`config.mk`:
```
export PLATFORM = sky130hd
export DESIGN_NAME = byte_serial_tx
export DESIGN_NICKNAME = d
export VERILOG_FILES = /design/src/rtl/byte_serial_tx.sv
export SDC_FILE = /design/constraint.sdc
export NUM_CORES = 1
export LEC_CHECK = 0
export ABC_AREA = 1
export CORE_MARGIN = 2
export CORE_UTILIZATION = 52
export CTS_BUF_LIST = sky130_fd_sc_hd__clkbuf_2 sky130_fd_sc_hd__clkbuf_4 sky130_fd_sc_hd__clkbuf_8
export DETAILED_ROUTE_END_ITERATION = 8
export PLACE_DENSITY_LB_ADDON = 0.1
export SLEW_MARGIN = 20
export SYNTH_ARGS = -nofsm -noshare
export SYNTH_HDL_FRONTEND = slang
export SYNTH_SLANG_ARGS = --single-unit
export TNS_END_PERCENT = 100
```
`constraint.sdc`:
```
create_clock -name clk -period 2.6 [get_ports clk]
set_clock_uncertainty 0.2 [all_clocks]
set_input_delay 0.78 -clock clk [delete_from_list [all_inputs] [get_ports clk]]
set_output_delay 0.78 -clock clk [all_outputs]
set_load 0.03 [all_outputs]
```
`src/rtl/byte_serial_tx.sv`:
```
// byte_serial_tx: parallel-load asynchronous-serial transmitter.
// Frame is start bit, DATA_W data bits LSB first, one stop bit.
module byte_serial_tx #(
  parameter int DATA_W       = 8,
  parameter int CLKS_PER_BIT = 4
) (
  input  logic              clk,
  input  logic              rst_n,
  input  logic [DATA_W-1:0] data,
  input  logic              load,
  output logic              ready,
  output logic              tx,
  output logic              busy,
  output logic              done
);

  localparam int CW =
    (CLKS_PER_BIT > 1) ? $clog2(CLKS_PER_BIT) : 1;
  localparam int IW =
    (DATA_W > 1) ? $clog2(DATA_W) : 1;
  localparam logic [CW-1:0] CNT_LAST =
    CW'(CLKS_PER_BIT - 1);
  localparam logic [IW-1:0] IDX_LAST =
    IW'(DATA_W - 1);

  typedef enum logic [1:0] {
    S_IDLE,
    S_START,
    S_DATA,
    S_STOP
  } state_e;

  state_e            state_q, state_d;
  logic [DATA_W-1:0] hold_q, hold_d;
  logic [CW-1:0]     cnt_q, cnt_d;
  logic [IW-1:0]     idx_q, idx_d;
  logic              tx_q, tx_d;
  logic              busy_q, busy_d;
  logic              ready_q, ready_d;
  logic              done_q, done_d;

  logic              bit_end;
  logic [CW-1:0]     cnt_inc;
  logic [IW-1:0]     idx_nxt;

  assign bit_end = (cnt_q == CNT_LAST);
  assign cnt_inc = bit_end ? '0 : cnt_q + 1'b1;
  assign idx_nxt = idx_q + 1'b1;

  always_comb begin
    state_d = state_q;
    hold_d  = hold_q;
    cnt_d   = cnt_q;
    idx_d   = idx_q;
    tx_d    = tx_q;
    busy_d  = busy_q;
    ready_d = ready_q;
    done_d  = 1'b0;
    unique case (state_q)
      S_IDLE: begin
        cnt_d = '0;
        idx_d = '0;
        tx_d  = 1'b1;
        if (load && ready_q) begin
          state_d = S_START;
          hold_d  = data;
          tx_d    = 1'b0;
          busy_d  = 1'b1;
          ready_d = 1'b0;
        end
      end
      S_START: begin
        cnt_d = cnt_inc;
        if (bit_end) begin
          state_d = S_DATA;
          idx_d   = '0;
          tx_d    = hold_q[0];
        end
      end
      S_DATA: begin
        cnt_d = cnt_inc;
        if (bit_end) begin
          if (idx_q == IDX_LAST) begin
            state_d = S_STOP;
            tx_d    = 1'b1;
          end else begin
            idx_d = idx_nxt;
            tx_d  = hold_q[idx_nxt];
          end
        end
      end
      S_STOP: begin
        cnt_d = cnt_inc;
        if (bit_end) begin
          state_d = S_IDLE;
          tx_d    = 1'b1;
          busy_d  = 1'b0;
          ready_d = 1'b1;
          done_d  = 1'b1;
        end
      end
      default: begin
        state_d = S_IDLE;
        tx_d    = 1'b1;
        busy_d  = 1'b0;
        ready_d = 1'b1;
      end
    endcase
  end

  always_ff @(posedge clk) begin
    if (!rst_n) begin
      state_q <= S_IDLE;
      hold_q  <= '0;
      cnt_q   <= '0;
      idx_q   <= '0;
      tx_q    <= 1'b1;
      busy_q  <= 1'b0;
      ready_q <= 1'b1;
      done_q  <= 1'b0;
    end else begin
      state_q <= state_d;
      hold_q  <= hold_d;
      cnt_q   <= cnt_d;
      idx_q   <= idx_d;
      tx_q    <= tx_d;
      busy_q  <= busy_d;
      ready_q <= ready_d;
      done_q  <= done_d;
    end
  end

  assign tx    = tx_q;
  assign busy  = busy_q;
  assign ready = ready_q;
  assign done  = done_q;

endmodule

```
Word level (Yosys, flattened, before mapping)
Cells that the tools add are included.
{"block": "word_totals", "register_bits": 19, "elab_cells": 59, "inputBits": 11, "out_inout_bits": 4}
{"block": "op_classes", "n_reduce_logical": 11, "eq_ne": 11, "mux": 26, "addsub": 2, "n_lt_le_gt_ge": 1}
{"op": "2-to-1 mux 2 bit", "n": 6}
{"op": "!= test 2 bit (second input constant)", "n": 6}
{"op": "2-to-1 mux 1 bit", "n": 10}
{"op": "2-to-1 mux 3 bit", "n": 3}
{"op": "one-hot mux 3 bit (3 select lines)", "n": 1}
{"op": "one-hot mux 2 bit (4 select lines)", "n": 1}
{"op": "== test 2 bit (second input constant)", "n": 3}
{"op": "AND reduction 3 bit", "n": 2}
{"op": "AND reduction 5 bit", "n": 1}
{"op": "< comparator 3 x 4 -> 1 bit (second input constant)", "n": 1}
{"op": "one-hot mux 1 bit (2 select lines)", "n": 2}
{"op": "one-hot mux 1 bit (4 select lines)", "n": 1}
{"op": "one-hot mux 2 bit (2 select lines)", "n": 1}
{"op": "AND reduction 2 bit", "n": 2}
{"op": "AND reduction 4 bit", "n": 1}
{"op": "adder 3 x 1 -> 3 bit (second input constant)", "n": 1}
{"op": "binary-select mux 1 bit (select 3 bit)", "n": 1}
{"op": "== test 3 bit (second input constant)", "n": 1}
{"op": "nonzero test 3 bit", "n": 1}
{"op": "OR reduction 3 bit", "n": 1}
{"op": "adder 2 x 1 -> 2 bit (second input constant)", "n": 1}
{"op": "== test 2 x 1 -> 1 bit (second input constant)", "n": 1}
{"op": "zero test 2 bit", "n": 1}
{"op": "nonzero test 2 bit", "n": 1}
{"op": "logical AND 1 bit", "n": 1}

Logic depth before layout (Yosys ltp)
{"block": "logic_depth", "ltp_word": 6, "ltp_mapped": 9, "ltp_nobuf": 9}

Least setup slack after synthesis
Ideal clock, no wire load.
{"block": "synth_timing", "kind": "register -> register", "from": "register state_q[0]", "to": "register idx_q[0]", "slack_ns": 0.976, "synth_period_minus_slack_ns": 1.624, "setup_time_ns": 0.116, "stages_incl_launch_ff": 8, "t_arrival_ns": 1.309, "cell_sequence": "dfxtp_1 inv_1 ha_1 or2_1 o21ai_2 nor2_1 o21ai_0 nor2_1"}
{"block": "synth_via", "elab_chain_cells": 3, "word_cells_on_any_way": 9, "classes_between": "5 x eq/ne; 1 x mux; 3 x reduce/logical"}
{"element": "start: declaration", "line": "33", "rtl": "state_e state_q, state_d;"}
{"element": "start signal: assignment", "line": "122", "rtl": "state_q <= state_d;"}
{"element": "== test 2 bit, or another cell as far along", "line": "59", "rtl": "unique case (state_q)"}
{"element": "!= test 2 bit (no line) or nonzero test 3 bit (tied branches)"}
{"element": "AND reduction 4 bit (no line)"}
{"element": "end signal: assignment", "line": "125", "rtl": "idx_q <= idx_d;"}
{"element": "end: declaration", "line": "36", "rtl": "logic [IW-1:0] idx_q, idx_d;"}
Several ways; a longest one is shown, not always the timed one.
A chain may end at the register's enable or synchronous reset.

Worst setup path in the final report
{"block": "layout_timing", "from": "register ready_q (netlist: ready)", "to": "output ready"}
{"element": "start: declaration", "line": "39", "rtl": "logic ready_q, ready_d;"}
{"element": "start signal: assignment", "line": "128", "rtl": "ready_q <= ready_d;"}
{"element": "end: declaration", "line": "11", "rtl": "output logic ready,"}
No word-level cell between the ends.

==> impl_metrics.toml <==
[clock_network]
cts_sinks = 19
postCtsHoldBufs = 0
cts_tree = "yes"
post_cts_buffers = 0
cts-root-buf = "clkbuf_4"
clk_path_buf_depth = 2
numCtsBuffers = 3
insertion_delay_ps = 290
post_cts_resize_count = 0
htreeDepth = 1
clkSlewWorstSetupHoldPaths_ps = 100

[hold_path]
whs_path_depth = 1
min_to = "cnt_q[0]"
holdCritPathClass = "reg2reg"
min_from = "cnt_q[0]"

[pwr]
irDropWorstVdd_v = 0.0005802
clockPowerShare_pct = 14.7
internal-power_w = 0.0006174
power_switching_share_pct = 41.66
power_density_nw_per_um2 = 942.8
leakage_nw = 0.4674
pwr-share-comb_pct = 47.1
netSwitchingPower_w = 0.0004408
seqPwrFrac_pct = 38.3

[setup_path]
arrival_ps = 1380
r2r_setup_slack_ps = 790
cp_top_family = "buffers and inverters"
rr_startpoint = "state_q[0]"
cp_num_buf_inv = 1
cp_slowest_stage_delay_ps = 690
cp.required_ps = 1620
cp_max_fo = 4
cp-start-kind = "flop"
path_cells = "clkdlybuf4s50_1"
reg2reg_depth = 8
cp_slowest_cell = "clkdlybuf4s50_1"
worst-setup-path-type = "reg2out"
end_kind = "output port"
r2r_end = "state_q[1]"

[synth]
synth_ff_type = "dfxtp_1"
yosysWarnings = 0
synth-seq-cells = 19
synth_largest_area_cell = "dfxtp_1"
avgSynthCellArea_um2 = 7.224
synth_most_common_cell = "nand2_1"
synthCells = 128
syn-num-nets = 147
synth.area.top_cells = "dfxtp_1, nand2_1, ha_1, a21oi_1, nor2_1"
yosys.area.top_type_share_pct = 41.14
syn_area_um2 = 924.6
synthTopCellsByCount = "nand2_1, dfxtp_1, nor2_1"
synthArstFlopShare_pct = 0
synthDistinctLibCells = 21
synth_edf_count = 0
yosysSeqAreaShare_pct = 41.14

[final_layout]
diodes = 0
drive_gt1_share_pct = 7.586
nets = 165
fillCellCount = 148
area_growth_pct = 21.38

[global_routing]
grt_pass1_vias = 753
grt_overflow_total = 0
grt_usage_pct = 20.64
grt_max_degree = 15
antenna_found_initial = 0
grt_first_pass_wirelength_um = 3180

[timing]
hold_ws_ps = 226.4
tightest_slew_ps = 490.3
fin_crit_ps = 2355
max_freq_mhz = 424.6
finalSetupTns_ps = 0
drv_slew = 0
hold_viol = 0
min_period_over_period_pct = 90.58
grt_setup_unrepaired = "false"
slew-limit-headroom_pct = 67.28
setup_viol = 0

[routing]
drtIter0Drc = 12
drc = 0
ant_nets = 0
avgRoutedWirePerCell_um = 10.83
dr.pass1.iters = 4
viasPerCell = 4.924
num_vias = 837
drt_wl_total_um = 1841

[placement]
routabilityCongestion = 0.8274
io_buffers = 14
hpwlAfterDp_um = 1444

[floorplanning]
initial_utilization_pct = 54.14
dieArea_um2 = 2132
die_y_um = 46.17
fp.coreArea_um2 = 1708
io_pins = 15
die_w_um = 46.17
rows = 15

[run_status]
status = "finished, final reports clean"

[job]
maxCapViolCount = 0
==> power groups by stage <==
stage	logic (W)	clock network (W)	registers (W)
final	0.000498	0.000155	0.000405
after floorplan	0.000340	0	0.000438
after global routing	0.000570	0.000176	0.000414
after global placement	0.000488	0	0.000408
after CTS	0.000501	0.000163	0.000405
after detailed placement	0.000498	0	0.000411
==> cell type report <==
cell class	count	area, um^2	share of cell area, %
flip-flops and latches	19	380.4	33.89
multi-input cells	95	491.7	43.81
well taps	25	31.28	2.787
repair buffers	14	140.1	12.49
clock buffers	4	30.03	2.676
inverters	13	48.80	4.348
==> metal layers <==
layer / GRT usage [%] / routed length (um)
met1: 25.48 / 869
met2: 35.28 / 866
met3: 4.314 / 93
met4: 6.857 / 12
met5: 0 / 0
==> state kept, by name, summed over array words and instances, names as in the netlist <==
name     count
hold_q       8
idx_q        3
cnt_q        2
state_q      2
busy         1
done         1
ready        1
tx           1
==> worst max path at each step <==
stage / startpoint / endpoint / slack (ps) / cells after the start
2_1_floorplan: state_q[0] / idx_q[0] / 980 / 7
4_1_cts: ready / ready / 230 / 1
6_report: ready / ready / 240 / 1
5_1_grt: ready / ready / 200 / 1
3_3_place_gp: load / hold_q[0] / 400 / 5
3_5_place_dp: load / hold_q[5] / 370 / 5
==> metrics by stage <==
stage	utilization (%)	total power, W	cell area, um^2	setup WS, ps	instances
after global placement	63.96	0.0008966	1092	400.4	166
after global routing	65.71	0.001160	1122	202.2	170
after CTS	65.71	0.001069	1122	226.8	170
final	65.71	0.001058	1122	244.9	170
after detailed placement	63.96	0.0009092	1092	373.1	166
after floorplan	-	0.0007785	924.6	975.5	128
==> logic make-up after synthesis <==
family	share of synthesized area, %
flops	41.14
simple gates	30.18
buf+inv	5.682
compound gates	12.18
fa+ha+maj	10.83
==> cells in the final DEF, fill, tap and decap left out, types with 2 or more instances in the layout <==
cell             count
nand2_1             44
inv_1               11
dfxtp_1             19
a21oi_2              2
clkbuf_4             4
nor2_1              12
clkdlybuf4s50_1     14
ha_1                 8
nand3_1              7
a21oi_1             11
o21ai_0              2
Power figures use the tool's default switching activity.
